**config.mk**
```make
export PLATFORM = sky130hd
export DESIGN_NAME = steer_en_ctrl
export DESIGN_NICKNAME = d
export VERILOG_FILES = /design/src/rtl/steer_pkg.sv /design/src/rtl/steer_ld_cmp.sv /design/src/rtl/steer_en_ctrl.sv
export SDC_FILE = /design/constraint.sdc
export NUM_CORES = 1
export LEC_CHECK = 0
export CAP_MARGIN = 20
export CORE_MARGIN = 4
export CORE_UTILIZATION = 65
export CTS_CLUSTER_DIAMETER = 150
export DETAILED_ROUTE_END_ITERATION = 10
export PLACE_DENSITY = 0.93
export SYNTH_ARGS = -nofsm -noshare
export SYNTH_HDL_FRONTEND = slang
export SYNTH_SLANG_ARGS = --single-unit
```
**constraint.sdc**
```tcl
create_clock -name clk -period 8 [get_ports clk]
set_input_delay 1.2 -clock clk [delete_from_list [all_inputs] [get_ports clk]]
set_output_delay 1.2 -clock clk [all_outputs]
set_load 0.01 [all_outputs]
```
**src/rtl/steer_pkg.sv**
```systemverilog
// Shared types and default thresholds for the steering-enable controller.
package steer_pkg;

  typedef enum logic [1:0] {
    IDLE     = 2'd0,
    WAIT     = 2'd1,
    STEER_EN = 2'd2
  } state_t;

  localparam int          DEF_LD_W         = 12;
  localparam int unsigned DEF_MIN_RIDER_WT = 32'h200;
  localparam int unsigned DEF_WT_HYST      = 32'h40;

endpackage

```
**src/rtl/steer_ld_cmp.sv**
```systemverilog
// Registered load-cell compare stage: total weight against a hysteretic threshold
// and left/right imbalance against fractions of the total weight.
module steer_ld_cmp
  import steer_pkg::*;
#(
  parameter int              LD_W         = DEF_LD_W,
  parameter logic [LD_W-1:0] MIN_RIDER_WT = LD_W'(DEF_MIN_RIDER_WT),
  parameter logic [LD_W-1:0] WT_HYST      = LD_W'(DEF_WT_HYST)
) (
  input  logic            clk,
  input  logic            rst,
  input  logic [LD_W-1:0] lft_ld,
  input  logic [LD_W-1:0] rght_ld,
  input  logic            idle,
  output logic            sum_gt_min,
  output logic            diff_gt_1_4,
  output logic            diff_gt_15_16
);

  localparam logic [LD_W:0] THR_ON  = {1'b0, MIN_RIDER_WT} + {1'b0, WT_HYST};
  localparam logic [LD_W:0] THR_OFF = {1'b0, MIN_RIDER_WT} - {1'b0, WT_HYST};

  logic [LD_W:0]   sum;
  logic [LD_W-1:0] diff;
  logic [LD_W:0]   diff_ext;
  logic [LD_W:0]   sum_15_16;

  logic sum_gt_min_next;
  logic diff_gt_1_4_next;
  logic diff_gt_15_16_next;

  logic sum_gt_min_reg;
  logic diff_gt_1_4_reg;
  logic diff_gt_15_16_reg;

  always_comb begin
    sum       = {1'b0, lft_ld} + {1'b0, rght_ld};
    diff      = (lft_ld >= rght_ld) ? (lft_ld - rght_ld) : (rght_ld - lft_ld);
    diff_ext  = {1'b0, diff};
    sum_15_16 = sum - (sum >> 4);

    // Stricter entry threshold while idle, relaxed hold threshold once a rider is on.
    sum_gt_min_next    = idle ? (sum > THR_ON) : (sum >= THR_OFF);
    diff_gt_1_4_next   = diff_ext > (sum >> 2);
    diff_gt_15_16_next = diff_ext > sum_15_16;
  end

  always_ff @(posedge clk) begin
    if (rst) begin
      sum_gt_min_reg    <= 1'b0;
      diff_gt_1_4_reg   <= 1'b0;
      diff_gt_15_16_reg <= 1'b0;
    end else begin
      sum_gt_min_reg    <= sum_gt_min_next;
      diff_gt_1_4_reg   <= diff_gt_1_4_next;
      diff_gt_15_16_reg <= diff_gt_15_16_next;
    end
  end

  assign sum_gt_min    = sum_gt_min_reg;
  assign diff_gt_1_4   = diff_gt_1_4_reg;
  assign diff_gt_15_16 = diff_gt_15_16_reg;

endmodule

```
**src/rtl/steer_en_ctrl.sv**
```systemverilog
// Rider-detect and steering-enable FSM; drives the piezo driver's en_steer and
// balance-timer clear from registered load-cell compare flags.
module steer_en_ctrl
  import steer_pkg::*;
#(
  parameter int              LD_W         = DEF_LD_W,
  parameter logic [LD_W-1:0] MIN_RIDER_WT = LD_W'(DEF_MIN_RIDER_WT),
  parameter logic [LD_W-1:0] WT_HYST      = LD_W'(DEF_WT_HYST)
) (
  input  logic            clk,
  input  logic            rst,
  input  logic [LD_W-1:0] lft_ld,
  input  logic [LD_W-1:0] rght_ld,
  input  logic            tmr_full,
  output logic            en_steer,
  output logic            clr_tmr,
  output logic            rider_off
);

  state_t state_reg;
  state_t state_next;

  logic en_steer_reg,  en_steer_next;
  logic clr_tmr_reg,   clr_tmr_next;
  logic rider_off_reg, rider_off_next;

  logic sum_gt_min;
  logic diff_gt_1_4;
  logic diff_gt_15_16;
  logic idle;

  assign idle = (state_reg == IDLE);

  steer_ld_cmp #(
    .LD_W         (LD_W),
    .MIN_RIDER_WT (MIN_RIDER_WT),
    .WT_HYST      (WT_HYST)
  ) u_ld_cmp (
    .clk           (clk),
    .rst           (rst),
    .lft_ld        (lft_ld),
    .rght_ld       (rght_ld),
    .idle          (idle),
    .sum_gt_min    (sum_gt_min),
    .diff_gt_1_4   (diff_gt_1_4),
    .diff_gt_15_16 (diff_gt_15_16)
  );

  // Priority in every riding state: weight loss, then imbalance, then timer.
  always_comb begin
    state_next   = state_reg;
    clr_tmr_next = 1'b0;
    case (state_reg)
      IDLE: begin
        if (sum_gt_min) begin
          state_next   = WAIT;
          clr_tmr_next = 1'b1;
        end
      end
      WAIT: begin
        if (!sum_gt_min) begin
          state_next = IDLE;
        end else if (diff_gt_1_4) begin
          clr_tmr_next = 1'b1;
        end else if (tmr_full) begin
          state_next = STEER_EN;
        end
      end
      STEER_EN: begin
        if (!sum_gt_min) begin
          state_next = IDLE;
        end else if (diff_gt_15_16) begin
          state_next   = WAIT;
          clr_tmr_next = 1'b1;
        end
      end
      default: begin
        state_next = IDLE;
      end
    endcase
    en_steer_next  = (state_next == STEER_EN);
    rider_off_next = (state_next == IDLE);
  end

  always_ff @(posedge clk) begin
    if (rst) begin
      state_reg     <= IDLE;
      en_steer_reg  <= 1'b0;
      clr_tmr_reg   <= 1'b0;
      rider_off_reg <= 1'b1;
    end else begin
      state_reg     <= state_next;
      en_steer_reg  <= en_steer_next;
      clr_tmr_reg   <= clr_tmr_next;
      rider_off_reg <= rider_off_next;
    end
  end

  assign en_steer  = en_steer_reg;
  assign clr_tmr   = clr_tmr_reg;
  assign rider_off = rider_off_reg;

endmodule

```
==> impl_metrics.tcl, run 1 <==
set metrics [dict create \
    outcome "finished, final reports clean" \
    synth_most_common_cell "ha_1" \
    drtIter0Drc 225 \
    leakagePower_uw 0.00173 \
    fin_crit_sh_pct 83.6 \
    crit_arrival_ns 6.86 \
    yosys_warnings 0 \
    critical-path-top-delay-family "compound AO/OA/AOI/OAI gates" \
    grt_max_degree 18 \
    rrSetupSlack_ns 6.00 \
    final_antenna_net_count 0 \
    cts_tree "yes" \
    synth_common_cells "ha_1 (68), inv_1 (48), a21oi_1 (32), nor2_1 (25), o21ai_0 (21)" \
    routed_wl_um 8560 \
    slew_headroom_pct 43.4 \
    seq_power_share_pct 7.9 \
    final_area_um2 3720 \
    synth.area.mux_share_pct 2.77 \
    cts_hold_buffers 0 \
    rsz0062_at_grt "no" \
    ys_ff_latch 8 \
    cts_root_buffer "clkbuf_8" \
    synth_ff_type "dfxtp_1" \
    p_int_uw 330 \
    synth_fa_ha_area_share_pct 27.8 \
    drc_errors 0 \
    antennaDiodeCount 0 \
    grt_pass1_wl_um 14400 \
    switching_share_pct 50.9 \
    via_count 3359 \
    synth_top_area_share_pct 25.1 \
    post-cts-setup-buffers 0 \
    port_buffers 29 \
    clk_path_buf_depth 2 \
    synthCells 431 \
    grtUsageTotal_pct 27.2 \
    slew_viol_final 0 \
    post_dp_cell_area_um2 3680 \
    synth_compound_area_share_pct 27.7 \
    clkSinkCount 8 \
    p_switching_uw 342 \
    initial_utilization_pct 66.7 \
    setup_viol 0 \
    dr.pass1.iters 5 \
    largest_reg_flops 2 \
    yosys.area.top_type "ha_1" \
    final.setup.tns_ns 0 \
    nets 552 \
    power.density_nw_per_um2 181 \
    hpwl_um 7040 \
    synthTopCellsByArea "ha_1 (25%), inv_1 (5.3%), a21oi_1 (4.7%)" \
    insertion_delay_ns 0.23 \
    grt_pass1_vias 3239 \
    critPathBufInv 2 \
    fmax_mhz 149 \
    antenna_found_initial 0 \
    dieArea_um2 6430 \
    pwr-share-clk_pct 7.3 \
    num_rows 26 \
    synth_nets 530 \
    core_area_um2 5070 \
    finalCriticalPeriod_ns 6.69 \
    overflow 0 \
    ys_types 80 \
    die_h_um 80.2 \
    fillers 390 \
    finalWorstSetupSlack_ns 1.31 \
    cp-end-kind "flip-flop" \
    critPathMaxStageDelay_ns 0.62 \
    worstHoldPathType "flip-flop to flip-flop" \
    synth_xor_area_share_pct 9.21 \
    fp.dieW_um 80.2 \
    pwr-share-comb_pct 84.8 \
    routedWlPerCell_um 16.4 \
    gp_congestion 0.950 \
    cp_cell_sequence "clkdlybuf4s50_1 > inv_1 > fa_1 > o21ba_2 > o21ai_2 > a21oi_1 > xnor2_1 > ha_1 > nor2b_1 > a221oi_1 > o31a_1 > o21ai_0 > xnor2_1 > ha_1 > nand4_1 > o21bai_1 > a21o_1 > a2111oi_0 > a221oi_1 > nand3_1" \
    synth-edff-count 0 \
    multiInputGateArea_um2 2940 \
    place_ws_ns 1.27 \
    clkTransAtPathRegs_ns 0.05 \
    worst-path-max-fanout 6 \
    startpoint_type "primary input" \
    hold_violations 0 \
    worst_pin_slew_ns 0.828 \
    routed_via_density 6.45 \
    critPathRequiredTime_ns 8.17 \
    pin_count 30 \
    crit_type "primary input to flip-flop" \
    drive_gt1_share_pct 7.10 \
    htree_levels 1 \
    synth_top_family_by_area "adder cells" \
    drv_cap 0 \
    peakVddDrop_v 0.0000978 \
    synth-simple-area-share_pct 19.4 \
    syn_area_um2 3380 \
    synthArstFlopShare_pct 0 \
    layout.area.seq_um2 160 \
    fin_worst_skew_ns 0.00369 \
    syn_area_per_cell_um2 7.85 \
    area_growth_syn_to_layout_pct 9.98 \
    cts_buffers 3 \
    cts_resized 0 \
    ys_seq_area_share_pct 4.73 \
    cp_slowest_cell "a2111oi_0" \
]
[logic make-up (layout without fill, tap and decap cells)]
family / Yosys count / count (layout)
DFF: 8 / 8
adders and majority gates: 73 / 73
buffers and inverters: 64 / 84
AOI/OAI and AO/OA: 128 / 128
and+or+nand+nor: 119 / 119
xor gates and xnor gates: 30 / 30
muxes: 9 / 9
[power by group through the flow]
| stage | Sequential [uW] | Combinational, uW | Clock (uW) |
|---|---|---|---|
| after floorplan | 52.1 | 428 | 0 |
| final | 53.1 | 570 | 49.2 |
| after detailed placement | 53.3 | 550 | 0 |
| after global placement | 52.6 | 532 | 0 |
| after global routing | 53.4 | 630 | 51.8 |
| after CTS | 52.5 | 556 | 48.5 |
[per-layer routing]
layer / part of all wire (%) / wire [um] / global-route usage [%]
met5: 0 / 0 / 0
met4: 2.2 / 190 / 7.43
met3: 5.9 / 503 / 2.47
met2: 49 / 4220 / 49.3
met1: 43 / 3650 / 33.8
[metrics by stage]
step           hold WS (ns)  power (uW)  instances  util [%]
6_report              0.541         672        521      73.3
5_1_grt               0.563         736        521      73.3
4_1_cts               0.532         657        521      73.3
3_5_place_dp          0.529         603        518      72.5
3_3_place_gp          0.519         585        518      72.5
2_1_floorplan         0.487         480        431         -
[area by class of cell]
| cell class | instances | area share (%) |
|---|---|---|
| Multi-Input combinational cell | 359 | 79.0 |
| Timing Repair Buffer | 31 | 8.20 |
| Inverter | 50 | 5.04 |
| Clock buffer | 3 | 1.11 |
| Tap cell | 70 | 2.35 |
| Sequential cell | 8 | 4.30 |
[cells in the final DEF, fill, tap and decap left out, types with 5 or more instances in the layout]
master and n:
dfxtp_1 8, inv_1 48, a21oi_1 32, mux2i_1 6, xor2_1 8, nor3_1 8, nand3_1 13, or3_1 5
and3_1 5, xnor2_1 18, o211ai_1 5, o21a_1 7, nand2_1 17, o21ai_0 21, nor2b_1 11, nor2_1 25
a21o_1 12, clkdlybuf4s50_1 29, ha_1 68
[worst paths after layout]
path,startpoint,endpoint,cells past startpoint
max,lft_ld[1],u_ld_cmp.diff_gt_15_16$_SDFF_PP0_,20
min,u_ld_cmp.sum_gt_min$_SDFF_PP0_,clr_tmr$_SDFF_PP0_,1
max reg2reg,state_reg[0]$_SDFF_PP0_,en_steer$_SDFF_PP0_,6
min reg2reg,u_ld_cmp.sum_gt_min$_SDFF_PP0_,clr_tmr$_SDFF_PP0_,1
No activity file was read; power rests on OpenSTA's default activity.
==> run 2, diff against run 1 <==
--- a/config.mk
+++ b/config.mk
@@ -7,10 +7,10 @@
 export LEC_CHECK = 0
 export CAP_MARGIN = 20
 export CORE_MARGIN = 4
-export CORE_UTILIZATION = 65
+export CORE_UTILIZATION = 60
 export CTS_CLUSTER_DIAMETER = 150
 export DETAILED_ROUTE_END_ITERATION = 10
-export PLACE_DENSITY = 0.93
+export PLACE_DENSITY = 0.88
 export SYNTH_ARGS = -nofsm -noshare
 export SYNTH_HDL_FRONTEND = slang
 export SYNTH_SLANG_ARGS = --single-unit
==> constraint.sdc (replaced) <==
create_clock -name clk -period 6.4 [get_ports clk]
set_input_delay 0.96 -clock clk [delete_from_list [all_inputs] [get_ports clk]]
set_output_delay 0.96 -clock clk [all_outputs]
set_load 0.01 [all_outputs]
==> run 2 against run 1 <==
  * Sequential power is 24% higher
  * Via count is 0.30% lower
  * Count of clock-buffer cells in the layout did not move
  * Sequential cell count unchanged
  * Sequential share of layout area is 0.11 points lower
  * Die area rose by 7.5%
  * Clock power up 22%
  * Critical path depth unchanged
  * Cell area rose by 2.7%
  * First-iteration DRC count decreased by 2.2%
  * Worst setup slack worse by 0.96 ns
  * Non-clock buffer count up 12
==> impl_metrics.tcl, run 2 (synthesized netlist as in run 1, its figures left out) <==
set metrics [dict create \
    pwr-share-clk_pct 7.0 \
    crit_arrival_ns 6.22 \
    fin_crit_sh_pct 94.6 \
    dieArea_um2 6910 \
    hold_violations 0 \
    critPathRequiredTime_ns 6.57 \
    setup_viol 0 \
    worst-path-max-fanout 8 \
    drtIter0Drc 220 \
    dr.pass1.iters 5 \
    slew_viol_final 0 \
    die_h_um 83.1 \
    crit_top_cell "ha_1" \
    clkTransAtPathRegs_ns 0.04 \
    cp_cell_sequence "clkdlybuf4s50_1 > inv_1 > ha_1 > inv_2 > a221oi_2 > a211oi_1 > or3_1 > and2_1 > ha_1 > a221oi_1 > o31a_1 > o21ai_0 > xnor2_1 > ha_1 > nand4_1 > o21bai_1 > a21o_1 > a2111oi_0 > a221oi_1 > nand3_1" \
    layout.cells.most_common_list "ha_1 (68), inv_1 (48), a21oi_1 (32)" \
    overflow 0 \
    cp-end-kind "flip-flop" \
    antenna_found_initial 0 \
    cts_root_buffer "clkbuf_8" \
    fmax_mhz 165 \
    whs_ns 0.531 \
    final_antenna_net_count 0 \
    routed_via_density 6.26 \
    peakVddDrop_v 0.000115 \
    critPathBufInv 3 \
    hpwl_um 7260 \
    insertion_delay_ns 0.23 \
    antennaDiodeCount 0 \
    outcome "finished, final reports clean" \
    drc_errors 0 \
    cts_buffers 3 \
    cts_tree "yes" \
    layout_commonest_cell "ha_1" \
    switching_share_pct 50.4 \
    nets 564 \
    worstHoldPathType "flip-flop to flip-flop" \
    port_buffers 29 \
    gp_congestion 1.01 \
    largest_reg_flops 2 \
    crit_type "primary input to flip-flop" \
    grt_pass1_wl_um 14600 \
    power_uw 859 \
    area_growth_syn_to_layout_pct 12.9 \
    critPathMaxStageDelay_ns 0.51 \
    startpoint_type "primary input" \
    routedWlPerCell_um 16.1 \
    core_area_um2 5470 \
    drv_cap 0 \
    pwr-share-comb_pct 85.3 \
    grt_pass1_vias 3325 \
    initial_utilization_pct 61.8 \
    via_count 3349 \
    cts_hold_buffers 0 \
    grt_max_degree 15 \
    leakagePower_uw 0.00179 \
    clkSinkCount 8 \
    p_int_uw 426 \
    drive_gt1_share_pct 9.72 \
    pin_count 30 \
    slew_headroom_pct 47.2 \
    fin_worst_skew_ns 0.00480 \
    seq_power_share_pct 7.7 \
    worst_pin_slew_ns 0.772 \
    htree_levels 1 \
    cp_slowest_cell "clkdlybuf4s50_1" \
    clk_path_buf_depth 2 \
    finalCriticalPeriod_ns 6.06 \
    routed_wl_um 8610 \
    grtUsageTotal_pct 24.4 \
    num_rows 27 \
    fp.dieW_um 83.1 \
    p_switching_uw 433 \
    critical-path-top-delay-family "compound AO/OA/AOI/OAI gates" \
    power.density_nw_per_um2 225 \
]
## run 2: changes by cell type in the layout (fill, tap and decap cells not counted)
cell / before / now
buf_4: 2 / 14
a2111oi_0: 3 / 2
a2111oi_2: 1 / 2
## run 2: area by class of cell
cell class | count | area (um2)
sequential | 8 | 160
tap | 72 | 90.1
clock buffer | 3 | 41.3
multi-input combinational | 359 | 2950
timing repair buffer | 43 | 395
inverter | 50 | 188
fill | 447 | 1650
## run 2: path summary, 6_finish.rpt
path,from,endpoint,slack [ns],depth (start not counted)
worst max register to register,state_reg[0]$_SDFF_PP0_,rider_off$_SDFF_PP1_,4.53,6
worst min-delay path,u_ld_cmp.sum_gt_min$_SDFF_PP0_,clr_tmr$_SDFF_PP0_,0.53,1
worst max-delay path,lft_ld[4],u_ld_cmp.diff_gt_15_16$_SDFF_PP0_,0.34,20
worst min register to register,u_ld_cmp.sum_gt_min$_SDFF_PP0_,clr_tmr$_SDFF_PP0_,0.53,1
## run 2: power by group through the flow
stage | registers, uW | clock network (uW) | logic [uW]
floorplan | 65.1 | 0 | 535
global placement | 65.7 | 0 | 686
detailed placement | 66.5 | 0 | 709
CTS | 65.6 | 59.3 | 718
global route | 66.8 | 62.9 | 817
finish | 66.1 | 60.2 | 733
## run 2: repair_timing
item                                    4_1_cts  5_1_grt
endpoints found under the setup margin        0        1
endpoints found under the hold margin         0        0
buffers inserted                              0        0
resized for setup                             0        2
## run 2: routing by layer
| metal | vias to the layer above | global-route usage [%] | part of all wire [%] |
|---|---|---|---|
| met2 | 109 | 44.1 | 48 |
| met4 | 0 | 7.13 | 2.6 |
| met3 | 26 | 2.68 | 4.3 |
| met1 | 1577 | 30.2 | 45 |
| li1 | 1637 | - | - |
| met5 | - | 0 | 0 |
## run 2: per-stage QoR
step | utilization, % | instances | worst slack [ns] | instance area [um2] | TNS (ns)
floorplan | - | 431 | 1.09 | 3380 | 0
global placement | 69.0 | 532 | 0.242 | 3770 | 0
detailed placement | 69.0 | 532 | 0.0290 | 3770 | 0
CTS | 69.7 | 535 | 0.225 | 3810 | 0
global route | 69.8 | 535 | -0.0196 | 3820 | -0.0196
finish | 69.8 | 535 | 0.344 | 3820 | 0
==> run 3, diff against run 2 <==
--- a/config.mk
+++ b/config.mk
@@ -7,10 +7,11 @@
 export LEC_CHECK = 0
 export CAP_MARGIN = 20
 export CORE_MARGIN = 4
-export CORE_UTILIZATION = 60
+export CORE_UTILIZATION = 35
 export CTS_CLUSTER_DIAMETER = 150
 export DETAILED_ROUTE_END_ITERATION = 10
-export PLACE_DENSITY = 0.88
+export HOLD_SLACK_MARGIN = 0.1
+export PLACE_DENSITY = 0.58
 export SYNTH_ARGS = -nofsm -noshare
 export SYNTH_HDL_FRONTEND = slang
 export SYNTH_SLANG_ARGS = --single-unit
==> run 3 against run 2 <==
  * Count of clock-buffer cells in the layout did not move
  * Global-route usage is 8.9 points lower
  * Maximum frequency is 1.1% higher
  * Power is 0.83% lower
  * Clock skew down 0.0029 ns
  * Clock power fell by 1%
  * Sequential power shrank 2%
  * Via count decreased by 3.1%
  * Combinational power is 0.7% lower
  * Cell area rose by 2.9%
  * Final cell count is 12% higher
  * Highest routed layer unchanged
==> impl_metrics.tcl, run 3 (synthesized netlist as in run 1, its figures left out) <==
set metrics [dict create \
    outcome "finished, final reports clean" \
    cts_tree "yes" \
    overflow 0 \
    htree_levels 1 \
    via_count 3245 \
    insertion_delay_ns 0.23 \
    cp-end-kind "flip-flop" \
    gp_congestion 0.904 \
    grt_max_degree 14 \
    area_growth_syn_to_layout_pct 16.2 \
    dieArea_um2 11300 \
    grtUsageTotal_pct 15.5 \
    routed_via_density 5.44 \
    slew_viol_final 0 \
    nets 569 \
    fmax_mhz 167 \
    final.setup.tns_ns 0 \
    cts_buffers 3 \
    largest_reg_flops 2 \
    critPathMaxStageDelay_ns 0.56 \
    initial_utilization_pct 36.3 \
    worst-path-max-fanout 4 \
    clkSinkCount 8 \
    slew_headroom_pct 47.9 \
    peakVddDrop_v 0.0000703 \
    crit_arrival_ns 6.16 \
    startpoint_type "primary input" \
    whs_ns 0.532 \
    fin_worst_skew_ns 0.00190 \
    setup_viol 0 \
    cp_cell_sequence "clkdlybuf4s50_1 > inv_1 > ha_1 > nor2b_1 > o211ai_1 > nand2_1 > xnor2_1 > ha_1 > nor2b_1 > o21ai_0 > nand2b_1 > a31oi_1 > o31ai_2 > and4_1 > nor4_1 > ha_1 > nand3_1 > nor2_1 > a41o_1 > a2111oi_1 > a221oi_1 > nand3_1" \
    dr.pass1.iters 5 \
    antennaDiodeCount 0 \
    leakagePower_uw 0.00181 \
    port_buffers 29 \
    grt_pass1_vias 3115 \
    fin_crit_sh_pct 93.6 \
    layout_commonest_cell "ha_1" \
    clkTransAtPathRegs_ns 0.04 \
    die_h_um 106 \
    drtIter0Drc 172 \
    routedWlPerCell_um 14.5 \
    worstHoldPathType "flip-flop to flip-flop" \
    antenna_found_initial 0 \
    routed_wl_um 8680 \
    drv_cap 0 \
    crit_type "primary input to flip-flop" \
    pin_count 30 \
    fp.dieW_um 106 \
    crit_top_cell "ha_1" \
    hold_violations 0 \
    power.density_nw_per_um2 217 \
    hpwl_um 7490 \
    layout.cells.most_common_list "ha_1 (67), inv_1 (48), a21oi_1 (32)" \
    num_rows 35 \
    drive_gt1_share_pct 10.9 \
    finalCriticalPeriod_ns 5.99 \
    rsz0062_at_grt "no" \
    critPathRequiredTime_ns 6.57 \
    drc_errors 0 \
    final_antenna_net_count 0 \
    grt_pass1_wl_um 14700 \
    worst_pin_slew_ns 0.762 \
    cp_slowest_cell "clkdlybuf4s50_1" \
    core_area_um2 9330 \
    cts_root_buffer "clkbuf_8" \
    cts_hold_buffers 0 \
    clk_path_buf_depth 2 \
]
-- run 3: cell types whose count changed in the layout (fill, tap and decap cells not counted), sizes merged --
cell | before | now
buf | 14 | 19
-- run 3: cell type report --
class,instances,area (um2)
inverters,50,188
repair buffers,48,433
multi-input cells,359,2950
flip-flops and latches,8,160
well taps,129,161
clock buffers,3,41.3
fillers,955,5390
-- run 3: per-stage QoR --
stage | instances | setup WS, ns | cell area [um2] | total power [uW] | utilization [%]
2_1_floorplan | 431 | 1.09 | 3380 | 600 | -
3_3_place_gp | 594 | 0.241 | 3880 | 776 | 41.6
3_5_place_dp | 594 | 0.0952 | 3880 | 782 | 41.6
4_1_cts | 597 | 0.333 | 3920 | 848 | 42.1
5_1_grt | 597 | 0.0349 | 3930 | 954 | 42.2
6_report | 597 | 0.407 | 3930 | 852 | 42.2
-- run 3: power by group --
part           switching (uW)  internal (uW)  total [uW]
logic                     395            333         728
registers                5.55           59.2        64.8
clock network            18.7           40.6        59.4
-- run 3: critical path: cells and delay by family --
family	cells	cell delay, ns
buffers and inverters	2	0.70
xor gates and xnor gates	1	0.34
and+or+nand+nor	9	1.27
AOI/OAI and AO/OA	7	1.89
adders and majority gates	3	0.97
-- run 3: final timing paths --
path	from	end	slack, ns	cells after the start
worst max register to register	state_reg[0]$_SDFF_PP0_	en_steer$_SDFF_PP0_	4.53	6
worst min-delay path	u_ld_cmp.sum_gt_min$_SDFF_PP0_	clr_tmr$_SDFF_PP0_	0.53	1
worst min register to register	u_ld_cmp.sum_gt_min$_SDFF_PP0_	clr_tmr$_SDFF_PP0_	0.53	1
worst max-delay path	lft_ld[1]	u_ld_cmp.diff_gt_15_16$_SDFF_PP0_	0.41	22
-- run 3: layer usage --
| metal | routed length [um] | up-vias | track usage [%] |
|---|---|---|---|
| met5 | 0 | - | 0 |
| met4 | 106 | 0 | 3.05 |
| met3 | 306 | 8 | 0.911 |
| met2 | 4010 | 84 | 26.7 |
| met1 | 4260 | 1506 | 21.4 |
| li1 | - | 1647 | - |
-- run 3: timing repair --
item                       CTS  global route
setup endpoints to repair    0             1
setup buffers                0             0
gates resized for setup      0             3
